## src/rtl/serial_sub_pkg.sv

```systemverilog
// Shared definitions for the bit-serial subtractor: FSM state encoding and default width.
package serial_sub_pkg;

    localparam int unsigned DEFAULT_WIDTH = 8;

    typedef enum logic [1:0] {
        IDLE = 2'd0,
        RUN  = 2'd1,
        DONE = 2'd2
    } state_t;

endpackage

```

## src/rtl/serial_sub_fs_cell.sv

```systemverilog
// One-bit full subtractor: difference and borrow for x - y - bor_in.
module fs_cell (
    input  logic x,
    input  logic y,
    input  logic bor_in,
    output logic d,
    output logic bor_out
);

    assign d       = x ^ y ^ bor_in;
    assign bor_out = (~x & (y ^ bor_in)) | (y & bor_in);

endmodule

```

## src/rtl/serial_sub.sv

```systemverilog
// Bit-serial subtractor (LSB first, one bit per clock) producing a-b mod 2^WIDTH and a borrow.
// Optional feature: define SERIAL_SUB_BORROW_IN_EN to add a borrow_in port (result a-b-borrow_in).
module serial_sub
    import serial_sub_pkg::*;
#(
    parameter int unsigned WIDTH = DEFAULT_WIDTH
) (
    input  logic             clk,
    input  logic             rst,
`ifdef SERIAL_SUB_BORROW_IN_EN
    input  logic             borrow_in,
`endif
    input  logic             start,
    input  logic [WIDTH-1:0] a,
    input  logic [WIDTH-1:0] b,
    output logic             busy,
    output logic             done,
    output logic [WIDTH-1:0] diff,
    output logic             borrow_out
);

    localparam int unsigned CNT_W = $clog2(WIDTH) + 1;
    localparam logic [CNT_W-1:0] LAST_BIT = CNT_W'(WIDTH - 1);

    state_t           state;
    logic [WIDTH-1:0] x_sr;
    logic [WIDTH-1:0] y_sr;
    logic             bor;
    logic [CNT_W-1:0] cnt;
    logic             bor_init;
    logic             d;
    logic             bor_next;

`ifdef SERIAL_SUB_BORROW_IN_EN
    assign bor_init = borrow_in;
`else
    assign bor_init = 1'b0;
`endif

    fs_cell u_fs_cell (
        .x       (x_sr[0]),
        .y       (y_sr[0]),
        .bor_in  (bor),
        .d       (d),
        .bor_out (bor_next)
    );

    always_ff @(posedge clk) begin
        if (rst) begin
            state      <= IDLE;
            x_sr       <= '0;
            y_sr       <= '0;
            bor        <= 1'b0;
            cnt        <= '0;
            diff       <= '0;
            borrow_out <= 1'b0;
        end else begin
            case (state)
                IDLE: begin
                    if (start) begin
                        x_sr  <= a;
                        y_sr  <= b;
                        bor   <= bor_init;
                        cnt   <= '0;
                        state <= RUN;
                    end
                end
                RUN: begin
                    // Result bits enter at the MSB so after WIDTH shifts bit 0 sits at diff[0].
                    diff <= {d, diff[WIDTH-1:1]};
                    x_sr <= x_sr >> 1;
                    y_sr <= y_sr >> 1;
                    bor  <= bor_next;
                    if (cnt == LAST_BIT) begin
                        borrow_out <= bor_next;
                        state      <= DONE;
                    end else begin
                        cnt <= cnt + CNT_W'(1);
                    end
                end
                DONE: begin
                    state <= IDLE;
                end
                default: begin
                    state <= IDLE;
                end
            endcase
        end
    end

    assign busy = (state == RUN);
    assign done = (state == DONE);

endmodule

```

## config.mk

```make
export PLATFORM = sky130hd
export DESIGN_NAME = serial_sub
export DESIGN_NICKNAME = d
export VERILOG_FILES = /design/src/rtl/serial_sub_pkg.sv /design/src/rtl/serial_sub_fs_cell.sv /design/src/rtl/serial_sub.sv
export SDC_FILE = /design/constraint.sdc
export NUM_CORES = 1
export LEC_CHECK = 0
export ABC_CLOCK_PERIOD_IN_PS = 2350
export CORE_MARGIN = 5
export CORE_UTILIZATION = 35
export CTS_CLUSTER_DIAMETER = 100
export DETAILED_ROUTE_END_ITERATION = 6
export PLACE_DENSITY = 0.62
export RECOVER_POWER = 25
export SLEW_MARGIN = 20
export SYNTH_ARGS = -nofsm -noshare
export SYNTH_HDL_FRONTEND = slang
export SYNTH_HIERARCHICAL = 1
export SYNTH_SLANG_ARGS = --single-unit
```

## constraint.sdc

```tcl
create_clock -name clk -period 2.35 [get_ports clk]
set_clock_uncertainty 0.15 [all_clocks]
set_input_delay 0.47 -clock clk [delete_from_list [all_inputs] [get_ports clk]]
set_output_delay 0.47 -clock clk [all_outputs]
set_load 0.01 [all_outputs]
```

# After elaboration in Yosys (flattened, before gate mapping)
# Cells that the tools add are included.
# totals
word_cells,39
output_inout_bits,11
register_bits,32
# op_classes
reduce_logical,6
add_sub_neg,1
bitwise,7
mux,12
n_eq_ne,6
# op_table
op,count
case mux 8 bit (2 select lines),2
two-way mux 8 bit,2
two-way mux 4 bit,2
case mux 4 bit (2 select lines),1
AND reduction 2 bit,3
"adder 4 x 1 -> 4 bit, second input constant",1
"equality test 4 x 3 -> 1 bit, second input constant",1
two-way mux 2 bit,2
"inequality test 2 bit, second input constant",2
case mux 2 bit (2 select lines),1
AND reduction 3 bit,1
bitwise XOR 1 bit,3
AND 1 bit,2
"equality test 2 x 1 -> 1 bit, second input constant",1
"equality test 2 bit, second input constant",1
logical NOT 2 bit,1
"inequality test 2 x 1 -> 1 bit, second input constant",1
case mux 1 bit (2 select lines),1
nonzero test 2 bit,1
two-way mux 1 bit,1
inverter 1 bit,1
bitwise OR 1 bit,1

# Depth between registers and ports, before layout
# depth
depth_word,4
depth_mapped,7

# Modules after synthesis
# Netlist, hierarchy kept.
# by_module_without_submodules
module,cells_each,n_inst,area_per_inst_um2,seq_area_each_um2
serial_sub,163,1,1347.5,640.6
fs_cell,3,1,27.5,0.0

# Worst setup path before layout
# No wires, ideal clock.
# synth_path
path_type,reg-to-reg
from,register cnt[0]
to,register cnt[3]
path_buffers,1
stages_incl_launch_ff,6
path_slack_ps,717
setup_ps,74
t_arrival_ps,1409
path_cell_list,dfxtp_1 -> ha_1 -> and3b_1 -> buf_6 -> or4_1 -> a31oi_1
# synth_via
elab_chain_cells,3
word_cells_on_any_way,6
classes_between,add/sub (1); eq/ne (2); mux (2); reduce/logical (1)
# synth_lines
item,line,text
from (decl),serial_sub.sv:29,logic [CNT_W-1:0] cnt;
from (signal assigned),serial_sub.sv:78,cnt <= cnt + CNT_W'(1);
adder 4 x 1 -> 4 bit / equality test 4 x 3 -> 1 bit (equally long branches),"serial_sub.sv:78, serial_sub.sv:74",
two-way mux 4 bit / inequality test 2 bit (equally long branches),--,
case mux 4 bit (2 select lines) / AND reduction 3 bit (equally long branches),--,
# Parallel ways exist; a longest one is shown, timed or not. The select of a mux whose other input is x is not followed.
# A chain may end at the register's enable or synchronous reset.

# Worst setup path after layout
# layout_path
from,register state[0]
to,output port busy
# layout_via
elab_chain_cells,1
# layout_lines
item,line,text
from (decl),serial_sub.sv:25,state_t state;
from (signal assigned),serial_sub.sv:50,state <= IDLE;
from (signal assigned),serial_sub.sv:65,state <= RUN;
from (signal assigned),serial_sub.sv:76,state <= DONE;
equality test 2 x 1 -> 1 bit,serial_sub.sv:91,assign busy = (state == RUN);
to (decl),serial_sub.sv:16,"output logic busy,"
# Every way passes these cells.

==> impl_metrics.ini <==
[outcome]
outcome = completed

[worst_setup_path]
cp_max_fo = 9
startpoint_type = register
r2r_slack_ps = 500
cpMaxStageDelayCell = clkdlybuf4s50_1
cp_cell_sequence = nand2b_1 -> inv_1 -> clkdlybuf4s50_1
r2r-start = state[0]$_SDFFE_PP0P_
worstPathArrival_ps = 1520
critical_path.max_stage_delay_ps = 530
reg2regPathDepth = 5
r2r_end = x_sr[5]$_SDFFE_PP0P_
path_buf_inv = 2
endpoint_kind = primary output
cp.required_ps = 1730
crit_family = buffers and inverters
crit_type = reg -> out
cp.depth = 3

[min_path]
hold_path.class = reg -> reg
hold_path_end = diff[0]$_SDFFE_PP0P_
hp-start = diff[0]$_SDFFE_PP0P_
holdPathStages = 2

[global_routing]
grt_max_degree = 33
antenna_found_initial = 0
overflow = 0
grt_pass1_wl_mm = 4.91
grt_pass1_vias = 1117
global_route.usage.total_pct = 11.9

[die]
die_w_um = 72.7
fp-row-count = 22
design.core.area_sq_mm = 0.00374
initial_core_util_pct = 36.7
dieHeight_um = 72.7
io_pins = 30
dieArea_sq_mm = 0.00528

[sta]
fmax_mhz = 468
tns_ps = 0
hold_violations = 0
period_minus_slack_ps = 2140
timing.final.crit_share_pct = 91.0
rsz0062_at_grt = false
fin_hold_ws_ps = 311
setup_viol = 0
worst_pin_slew_ps = 557
relSlewSlack_pct = 62.9
drv_slew = 0

[detailed_routing]
dr_total_vias = 1207
drtPass1Iterations = 4
wire_per_inst_um = 12.5
drc = 0
routed_via_density = 5.01
wirelength_mm = 3.02
first_iter_violations = 88
final_antenna_net_count = 0

[power_and_ir_drop]
p_per_area_mw_per_mm2 = 671
irDropWorstVdd_uv = 329
switching_share_pct = 23.8
seqPwrFrac_pct = 49.8
internal_power_uw = 902
power_frac_comb_pct = 12.5
cellLeakagePower_uw = 0.000663
power_uw = 1180
power_frac_clock_pct = 37.6
p_switching_uw = 282

[placement]
port_buffers = 29
place_congestion = 0.765
dp.cells = 234
hpwl_mm = 2.03

[job]
max_cap_violations = 0

[synth]
ys.flop_type = dfxtp_1
synth.area.top_cells = dfxtp_1, a21oi_1, nand2_1
ys_seq_area_share_pct = 46.6
synth_edf_count = 0
synth_area_sq_mm = 0.00138
ys_ff_latch = 32
syn_nets = 187
synth_area_per_cell_sq_um = 8.28
yosysTopAreaCell = dfxtp_1
synth_top_area_share_pct = 46.6
ys_types = 31
syn_inst = 166
yosysWarnings = 6
async_flop_share_pct = 0

[cts]
cts_resized = 0
clockRootBuffer = clkbuf_8
cts_sinks = 32
clockBufferDepth = 2
cts_tree = yes
ctsHoldBuffers = 0
cts_buffers = 5
path_clk_slew_ps = 60
clock_latency_ps = 280
cts_max_level = 2
post_cts_buffers = 0

[layout]
fin_nets = 214
diodes = 0
syn_to_final_growth_pct = 28.3
drive_above_1_share_pct = 8.29
nFillCells = 379
finalNonFillerCells = 241
post-route-util_pct = 47.1
cell usage after synthesis, types with 2 or more instances:
cell type	instances
nand3_1	4
nor2_1	17
clkbuf_1	3
buf_6	3
nand2b_1	2
o211ai_1	2
dfxtp_1	32
a22oi_1	2
a211oi_1	15
buf_2	4
a21oi_1	28
nand2_1	33
inv_1	3
kinds of logic (layout without fill, tap and decap cells):
kind of cell	count (synthesis)	count (layout)	share of synthesized area (%)
AO/OA/AOI/OAI	51	51	23.3
adder cells (fa/ha/maj)	2	2	2.37
buffers and inverters	16	43	7.01
flip-flops	32	32	46.6
AND/OR/NAND/NOR	65	65	20.7
final cells by class:
cell class                      count  area, sq um  share of cell area (%)
Sequential cell                    32          641                    36.3
Tap cell                           48         60.1                    3.40
Clock buffer                        7         96.3                    5.46
Inverter                            3         11.3                   0.638
Multi-Input combinational cell    118          638                    36.2
Timing Repair Buffer               33          318                    18.0
worst max path at each step:
stage	startpoint	end	slack, ps
floorplan	cnt[0]$_SDFFE_PP0P_	cnt[3]$_SDFFE_PP0P_	720
global placement	start	cnt[1]$_SDFFE_PP0P_	380
detailed placement	start	cnt[1]$_SDFFE_PP0P_	350
CTS	state[0]$_SDFFE_PP0P_	busy	210
global route	state[0]$_SDFFE_PP0P_	busy	130
finish	state[0]$_SDFFE_PP0P_	busy	210
worst register-to-register path, delay by kind of cell (launching register included):
family                 cells  cell delay [ps]
AOI/OAI and AO/OA          2              430
and+or+nand+nor            1              120
DFF                        1              500
buffers and inverters      2              560
power by group through the flow:
stage / combinational, uW / sequential [uW] / clock [uW]
2_1_floorplan: 98.0 / 596 / 0
3_3_place_gp: 147 / 600 / 0
3_5_place_dp: 150 / 602 / 0
4_1_cts: 151 / 590 / 457
5_1_grt: 168 / 593 / 475
6_report: 148 / 590 / 446
layout by cell type (no fill, tap or decap), types with 2 or more instances in the layout:
| cell | instances |
|---|---|
| nor2_1 | 17 |
| a211oi_1 | 15 |
| inv_1 | 3 |
| nand2_1 | 33 |
| buf_4 | 3 |
| dfxtp_1 | 32 |
| a22oi_1 | 2 |
| clkdlybuf4s50_1 | 28 |
| o211ai_1 | 2 |
| a21oi_1 | 28 |
| nand3_1 | 4 |
| clkbuf_8 | 7 |
| nand2b_1 | 2 |
stage by stage:
| stage | area (sq um) | worst slack (ps) |
|---|---|---|
| finish | 1760 | 211 |
| global route | 1760 | 127 |
| CTS | 1770 | 206 |
| detailed placement | 1670 | 353 |
| global placement | 1670 | 385 |
| floorplan | 1380 | 717 |
registers in the layout, indices dropped and copies added, names as in the netlist:
register    count
diff            8
borrow_out      1
x_sr            8
bor             1
state           2
y_sr            8
cnt             4
layer usage:
metal | GRT usage (%) | up-vias | share of wire [%]
met5 | 0 | - | 0
met1 | 14.7 | 540 | 49
met4 | 5.53 | 0 | 1.1
met3 | 3.17 | 5 | 7.0
met2 | 19.1 | 35 | 43
li1 | - | 627 | -
No activity file was read; power rests on OpenSTA's default activity.
